### src/rtl/cu_pkg.sv
// Shared control-unit definitions: opcodes, FSM encodings, control-word layout,
// condition codes and status flag positions.
package cu_pkg;

  localparam logic [7:0] OP_CBZ   = 8'hB4;
  localparam logic [7:0] OP_CBNZ  = 8'hB5;
  localparam logic [7:0] OP_BCOND = 8'h54;

  // ST_ERR is an internal sub-state; it reports IDLE in the control word.
  typedef enum logic [1:0] {
    ST_IDLE    = 2'b00,
    ST_TEST    = 2'b01,
    ST_RESOLVE = 2'b10,
    ST_ERR     = 2'b11
  } state_e;

  localparam logic [1:0] PC_INC    = 2'b01;
  localparam logic [1:0] PC_OFFSET = 2'b11;
  localparam logic [4:0] ALU_PASS  = 5'b00100;

  localparam int CW_WIDTH = 33;
  localparam int IMM_LSB  = 5;
  localparam int IMM_W    = 19;

  typedef struct packed {
    logic       alu_en;
    logic       alu_b_sel;
    logic [4:0] alu_fs;
    logic       rf_b_en;
    logic [4:0] sa;
    logic [4:0] sb;
    logic [4:0] da;
    logic       rf_wr;
    logic       ram_en;
    logic       ram_wr;
    logic       pc_en;
    logic [1:0] pc_fs;
    logic       pc_in_sel;
    logic       status_load;
    logic [1:0] next_state;
  } cw_t;

  localparam logic [3:0] CC_EQ = 4'h0;
  localparam logic [3:0] CC_NE = 4'h1;
  localparam logic [3:0] CC_CS = 4'h2;
  localparam logic [3:0] CC_CC = 4'h3;
  localparam logic [3:0] CC_MI = 4'h4;
  localparam logic [3:0] CC_PL = 4'h5;
  localparam logic [3:0] CC_VS = 4'h6;
  localparam logic [3:0] CC_VC = 4'h7;
  localparam logic [3:0] CC_HI = 4'h8;
  localparam logic [3:0] CC_LS = 4'h9;
  localparam logic [3:0] CC_GE = 4'hA;
  localparam logic [3:0] CC_LT = 4'hB;
  localparam logic [3:0] CC_GT = 4'hC;
  localparam logic [3:0] CC_LE = 4'hD;
  localparam logic [3:0] CC_AL = 4'hE;
  localparam logic [3:0] CC_NV = 4'hF;

  localparam int ST_Z = 0;
  localparam int ST_N = 1;
  localparam int ST_C = 2;
  localparam int ST_V = 3;

endpackage

### src/rtl/branch_cond_eval.sv
// Combinational B.cond evaluator: condition code plus NZCV flags -> taken.
module branch_cond_eval
  import cu_pkg::*;
(
  input  logic [3:0] cond,
  input  logic [3:0] flags,
  output logic       taken
);

  logic z, n, c, v, gt, hi;

  assign z  = flags[ST_Z];
  assign n  = flags[ST_N];
  assign c  = flags[ST_C];
  assign v  = flags[ST_V];
  assign hi = c & ~z;
  assign gt = ~z & (n == v);

  always_comb begin
    taken = 1'b0;
    case (cond)
      CC_EQ: taken = z;
      CC_NE: taken = ~z;
      CC_CS: taken = c;
      CC_CC: taken = ~c;
      CC_MI: taken = n;
      CC_PL: taken = ~n;
      CC_VS: taken = v;
      CC_VC: taken = ~v;
      CC_HI: taken = hi;
      CC_LS: taken = ~hi;
      CC_GE: taken = (n == v);
      CC_LT: taken = (n != v);
      CC_GT: taken = gt;
      CC_LE: taken = ~gt;
      CC_AL: taken = 1'b1;
      CC_NV: taken = 1'b1;
      default: taken = 1'b0;
    endcase
  end

endmodule

### src/rtl/cond_branch_sequencer.sv
// Conditional-branch sequencer: CBZ/CBNZ in two cycles (test, resolve),
// B.cond in one; emits control word, sign-extended imm19 and perf counters.
module cond_branch_sequencer
  import cu_pkg::*;
#(
  parameter int DATA_WIDTH   = 64,
  parameter int COUNT_WIDTH  = 16,
  parameter int ZERO_REG     = 31,
  parameter int ENABLE_BCOND = 1
) (
  input  logic                   clock,
  input  logic                   reset,
  input  logic                   start,
  input  logic [31:0]            instruction,
  input  logic [4:0]             status,
  output logic                   busy,
  output logic                   done,
  output logic                   branch_taken,
  output logic                   illegal,
  output logic [CW_WIDTH-1:0]    controlword,
  output logic [DATA_WIDTH-1:0]  constant,
  output logic [COUNT_WIDTH-1:0] taken_count,
  output logic [COUNT_WIDTH-1:0] not_taken_count
);

  state_e                 state_q, state_d;
  logic [31:0]            instr_q, instr_d;
  logic [COUNT_WIDTH-1:0] taken_q, not_taken_q;
  logic [IMM_W-1:0]       imm;
  logic                   bcond_taken;
  logic                   unused_status;
  cw_t                    cw;

  assign unused_status = status[4];

  branch_cond_eval u_cond (
    .cond  (instr_q[3:0]),
    .flags (status[3:0]),
    .taken (bcond_taken)
  );

  always_ff @(posedge clock or negedge reset) begin
    if (!reset) begin
      state_q     <= ST_IDLE;
      instr_q     <= '0;
      taken_q     <= '0;
      not_taken_q <= '0;
    end else begin
      state_q <= state_d;
      instr_q <= instr_d;
      if (done && !illegal) begin
        if (branch_taken) begin
          if (taken_q != '1) taken_q <= taken_q + COUNT_WIDTH'(1);
        end else begin
          if (not_taken_q != '1) not_taken_q <= not_taken_q + COUNT_WIDTH'(1);
        end
      end
    end
  end

  always_comb begin
    state_d      = state_q;
    instr_d      = instr_q;
    cw           = '0;
    busy         = 1'b0;
    done         = 1'b0;
    branch_taken = 1'b0;
    illegal      = 1'b0;
    case (state_q)
      ST_IDLE: begin
        if (start) begin
          instr_d = instruction;
          case (instruction[31:24])
            OP_CBZ, OP_CBNZ: state_d = ST_TEST;
            OP_BCOND:        state_d = (ENABLE_BCOND != 0) ? ST_RESOLVE : ST_ERR;
            default:         state_d = ST_ERR;
          endcase
        end
      end
      ST_TEST: begin
        busy           = 1'b1;
        state_d        = ST_RESOLVE;
        cw.alu_fs      = ALU_PASS;
        cw.sa          = instr_q[4:0];
        cw.sb          = 5'(ZERO_REG);
        cw.status_load = 1'b1;
        cw.next_state  = ST_RESOLVE;
      end
      ST_RESOLVE: begin
        busy    = 1'b1;
        done    = 1'b1;
        state_d = ST_IDLE;
        // CBZ has bit 24 clear and CBNZ set, so XOR with Z yields taken for both.
        if (instr_q[31:24] == OP_BCOND) branch_taken = bcond_taken;
        else                            branch_taken = instr_q[24] ^ status[ST_Z];
        cw.pc_en      = 1'b1;
        cw.pc_in_sel  = 1'b1;
        cw.pc_fs      = branch_taken ? PC_OFFSET : PC_INC;
        cw.next_state = ST_IDLE;
      end
      ST_ERR: begin
        done          = 1'b1;
        illegal       = 1'b1;
        state_d       = ST_IDLE;
        cw.pc_en      = 1'b1;
        cw.pc_fs      = PC_INC;
        cw.next_state = ST_IDLE;
      end
      default: state_d = ST_IDLE;
    endcase
  end

  assign imm             = instr_q[IMM_LSB +: IMM_W];
  assign constant        = {{(DATA_WIDTH-IMM_W){imm[IMM_W-1]}}, imm};
  assign controlword     = cw;
  assign taken_count     = taken_q;
  assign not_taken_count = not_taken_q;

endmodule

### config.mk
export PLATFORM = sky130hd
export DESIGN_NAME = cond_branch_sequencer
export DESIGN_NICKNAME = d
export VERILOG_FILES = /design/src/rtl/cu_pkg.sv /design/src/rtl/branch_cond_eval.sv /design/src/rtl/cond_branch_sequencer.sv
export SDC_FILE = /design/constraint.sdc
export NUM_CORES = 1
export LEC_CHECK = 0
export CAP_MARGIN = 0
export CORE_MARGIN = 3
export CORE_UTILIZATION = 30
export CTS_BUF_LIST = sky130_fd_sc_hd__clkbuf_2
export DETAILED_ROUTE_END_ITERATION = 12
export PLACE_DENSITY_LB_ADDON = 0.2
export SETUP_SLACK_MARGIN = 0.02
export SYNTH_ARGS = -nofsm -noshare
export SYNTH_HDL_FRONTEND = slang
export SYNTH_SLANG_ARGS = --single-unit
### constraint.sdc
create_clock -name clock -period 2.7 [get_ports clock]
set_input_delay 0.54 -clock clock [delete_from_list [all_inputs] [get_ports clock]]
set_output_delay 0.54 -clock clock [all_outputs]
set_load 0.02 [all_outputs]
==> results_dict.tcl <==
set metrics [dict create \
    final_cell_count_no_fill 651 \
    fin_skew_ps 21.67 \
    root_buffer "clkbuf_2" \
    setup_viol 2 \
    synth_enable_flop_cells 0 \
    grt_pass1_vias 2914 \
    critPathKind "in2out" \
    dp_cells 631 \
    grt_util_all_layers_pct 12.57 \
    hpwl_um 6780 \
    cts_max_path_buffers 2 \
    antenna_found_initial 0 \
    fmax_mhz 354.1 \
    clk-insertion-delay-late_ps 480 \
    ios 173 \
    synthDistinctLibCells 44 \
    synth_warnings 0 \
    worst_slack_ps -123.7 \
    drv_cap 0 \
    p_per_area_mw_per_mm2 1135 \
    hold_viol_final 0 \
    io_buffers 155 \
    antenna_left 0 \
    grt_setup_unrepaired "yes" \
    fp.dieH_um 120.2 \
    drcViolationCount 0 \
    n_fill_cell 1251 \
    drt_iter0_drc 79 \
    htreeDepth 3 \
    design.core.area_mm2 0.01267 \
    cts_made_buffers 9 \
    leakage_uw 0.002286 \
    startpoint_type "input pin" \
    place_area_mm2 0.005187 \
    wire_per_inst_um 13.90 \
    first_pass_iters 4 \
    path_max_fanout 2 \
    period_share_pct 104.6 \
    grt_pass1_wl_um 14550 \
    synth_seq_cells 66 \
    violations "negative setup slack" \
    synthCells 365 \
    period_needed_ps 2824 \
    rows 41 \
    drt_wl_total_um 9051 \
    ys.flop_type "dfrtp_1" \
    crit_path_end_kind "primary output" \
    finalSetupTns_ps -129.0 \
    cp.required_ps 2160 \
    numClockSinks 66 \
    die_w_um 120.2 \
    num_vias 2899 \
    cts.clk_slew.worst_paths_ps 180 \
    syn_to_final_growth_pct 38.55 \
    async_flop_share_pct 100.0 \
    syn_avg_cell_area_um2 10.72 \
    outcome "finished, violations left" \
    drive_gt1_share_pct 20.46 \
    place.gp.congestion 0.7919 \
    drv_slew 0 \
    syn-cell-area_mm2 0.003911 \
    hold_class "in2async" \
    crit_arrival_ps 2280 \
    antenna-diode-count 0 \
    grt_max_degree 47 \
    start_util_pct 30.87 \
    finish.instance_area_mm2 0.005419 \
    gr-total-overflow 0 \
    cts_tree "built" \
    peakVddDrop_v 0.0004854 \
    dieArea_mm2 0.01444 \
    ff_latch_area_mm2 0.001653 \
    vias_per_cell 4.453 \
    synth-seq-area-share_pct 42.23 \
    nets 522 \
    multi_input_area_mm2 0.001672 \
]
flip-flops by register name (all words and copies together) (netlist names):
| signal | count |
|---|---|
| taken_count | 16 |
| state_q | 2 |
| not_taken_count | 16 |
| instr_q | 32 |
worst max-delay path, stage by stage:
cell and delay [ps]:
clkdlybuf4s50_1 510, nand2b_1 90, a211o_1 310, a311oi_2 290, o41a_1 370, buf_6 170
kinds of logic after synthesis:
logic type | Yosys count | share of synthesized area (%)
AO/OA/AOI/OAI | 18 | 3.615
AND/OR/NAND/NOR | 103 | 15.55
other | 1 | 0.09588
multiplexers | 34 | 9.789
buffers and inverters | 103 | 18.65
XOR/XNOR | 32 | 7.518
flip-flops | 66 | 42.23
adder cells (fa/ha/maj) | 8 | 2.559
synth_stat cells (all sizes together) (6+ instances only):
master	instances	area share, %
nand4	8	1.3
xor2	16	3.6
nand3	21	2.7
and3	9	1.4
ha	8	2.6
nand2	15	1.4
nor4b	6	2.0
buf	98	18
xnor2	15	3.4
nor2	12	1.2
mux2	34	9.8
nor3	9	1.2
dfrtp	66	42
layer usage:
metal,share of wire [%],global-route usage [%],vias to the layer above,wire length (µm)
li1,-,-,1366,-
met1,44,16.26,1389,4003
met2,45,19.46,134,4101
met3,9.3,4.303,10,846
met4,1.1,4.724,0,99
met5,0,0,-,0
where the power goes:
part           switching [µW]  internal (µW)
Sequential                306           1340
Combinational            1960           1880
Clock                     356            311
Total                    2630           3520
cell usage in the layout, fill, tap and decap left out, types with 2 or more instances in the layout:
cell type / instances
mux2_2: 34
nand2_1: 15
o21ai_0: 5
conb_1: 16
xor2_1: 16
buf_4: 26
nor4b_2: 5
inv_1: 4
clkinvlp_4: 2
nor4_2: 3
xnor2_1: 15
o41a_1: 2
nor2b_1: 5
o31a_1: 2
dfrtp_1: 65
bufinv_16: 2
clkdlybuf4s50_1: 133
nand3_1: 21
ha_1: 7
buf_6: 2
and3_1: 9
nor2_1: 12
nor3b_1: 2
clkbuf_2: 11
dlygate4sd2_1: 19
nor3_1: 9
nand4_1: 8
a311oi_2: 2
and2_1: 5
per-stage QoR:
stage | util [%] | hold WS [ps] | setup WS [ps] | total power, µW
6_report | 42.77 | 377.2 | -123.7 | 6149
5_1_grt | 42.77 | 292.5 | -248.2 | 6531
4_1_cts | 42.56 | 295.8 | -155.4 | 6203
3_5_place_dp | 40.94 | 358.3 | -844.5 | 5507
3_3_place_gp | 40.94 | 355.6 | -790.4 | 5457
2_1_floorplan | - | 244.4 | 429.6 | 4381
cell type report:
class | instances | share of cell area, %
Clock buffer | 11 | 1.016
Multi-Input combinational cell | 211 | 30.85
Clock inverter | 5 | 1.455
Sequential cell | 66 | 30.50
Timing Repair Buffer | 182 | 31.93
Inverter | 4 | 0.2771
Tap cell | 172 | 3.971
worst paths after layout:
kind / start / end / slack [ps] / cells past startpoint
setup / recovery: status[2] / branch_taken / -120 / 6
hold / removal: reset / taken_count[6] / 380 / 2
setup reg to reg: instr_q[31] / not_taken_count[1] / 210 / 7
hold reg to reg: not_taken_count[9] / not_taken_count[9] / 500 / 1
max in group asynchronous: reset / instr_q[0] / 1620 / 3
min in group clock: not_taken_count[9] / not_taken_count[9] / 500 / 1
what timing repair did:
item / CTS / global route
buffers inserted: 2 / 1
hold endpoints to repair: 3 / 0
resized for setup: 43 / 3
gates cloned: 0 / 0
pin swaps: 6 / 0
hold buffers: 1 / 0
setup endpoints to repair: 18 / 3
(Power assumes the default switching activity.)
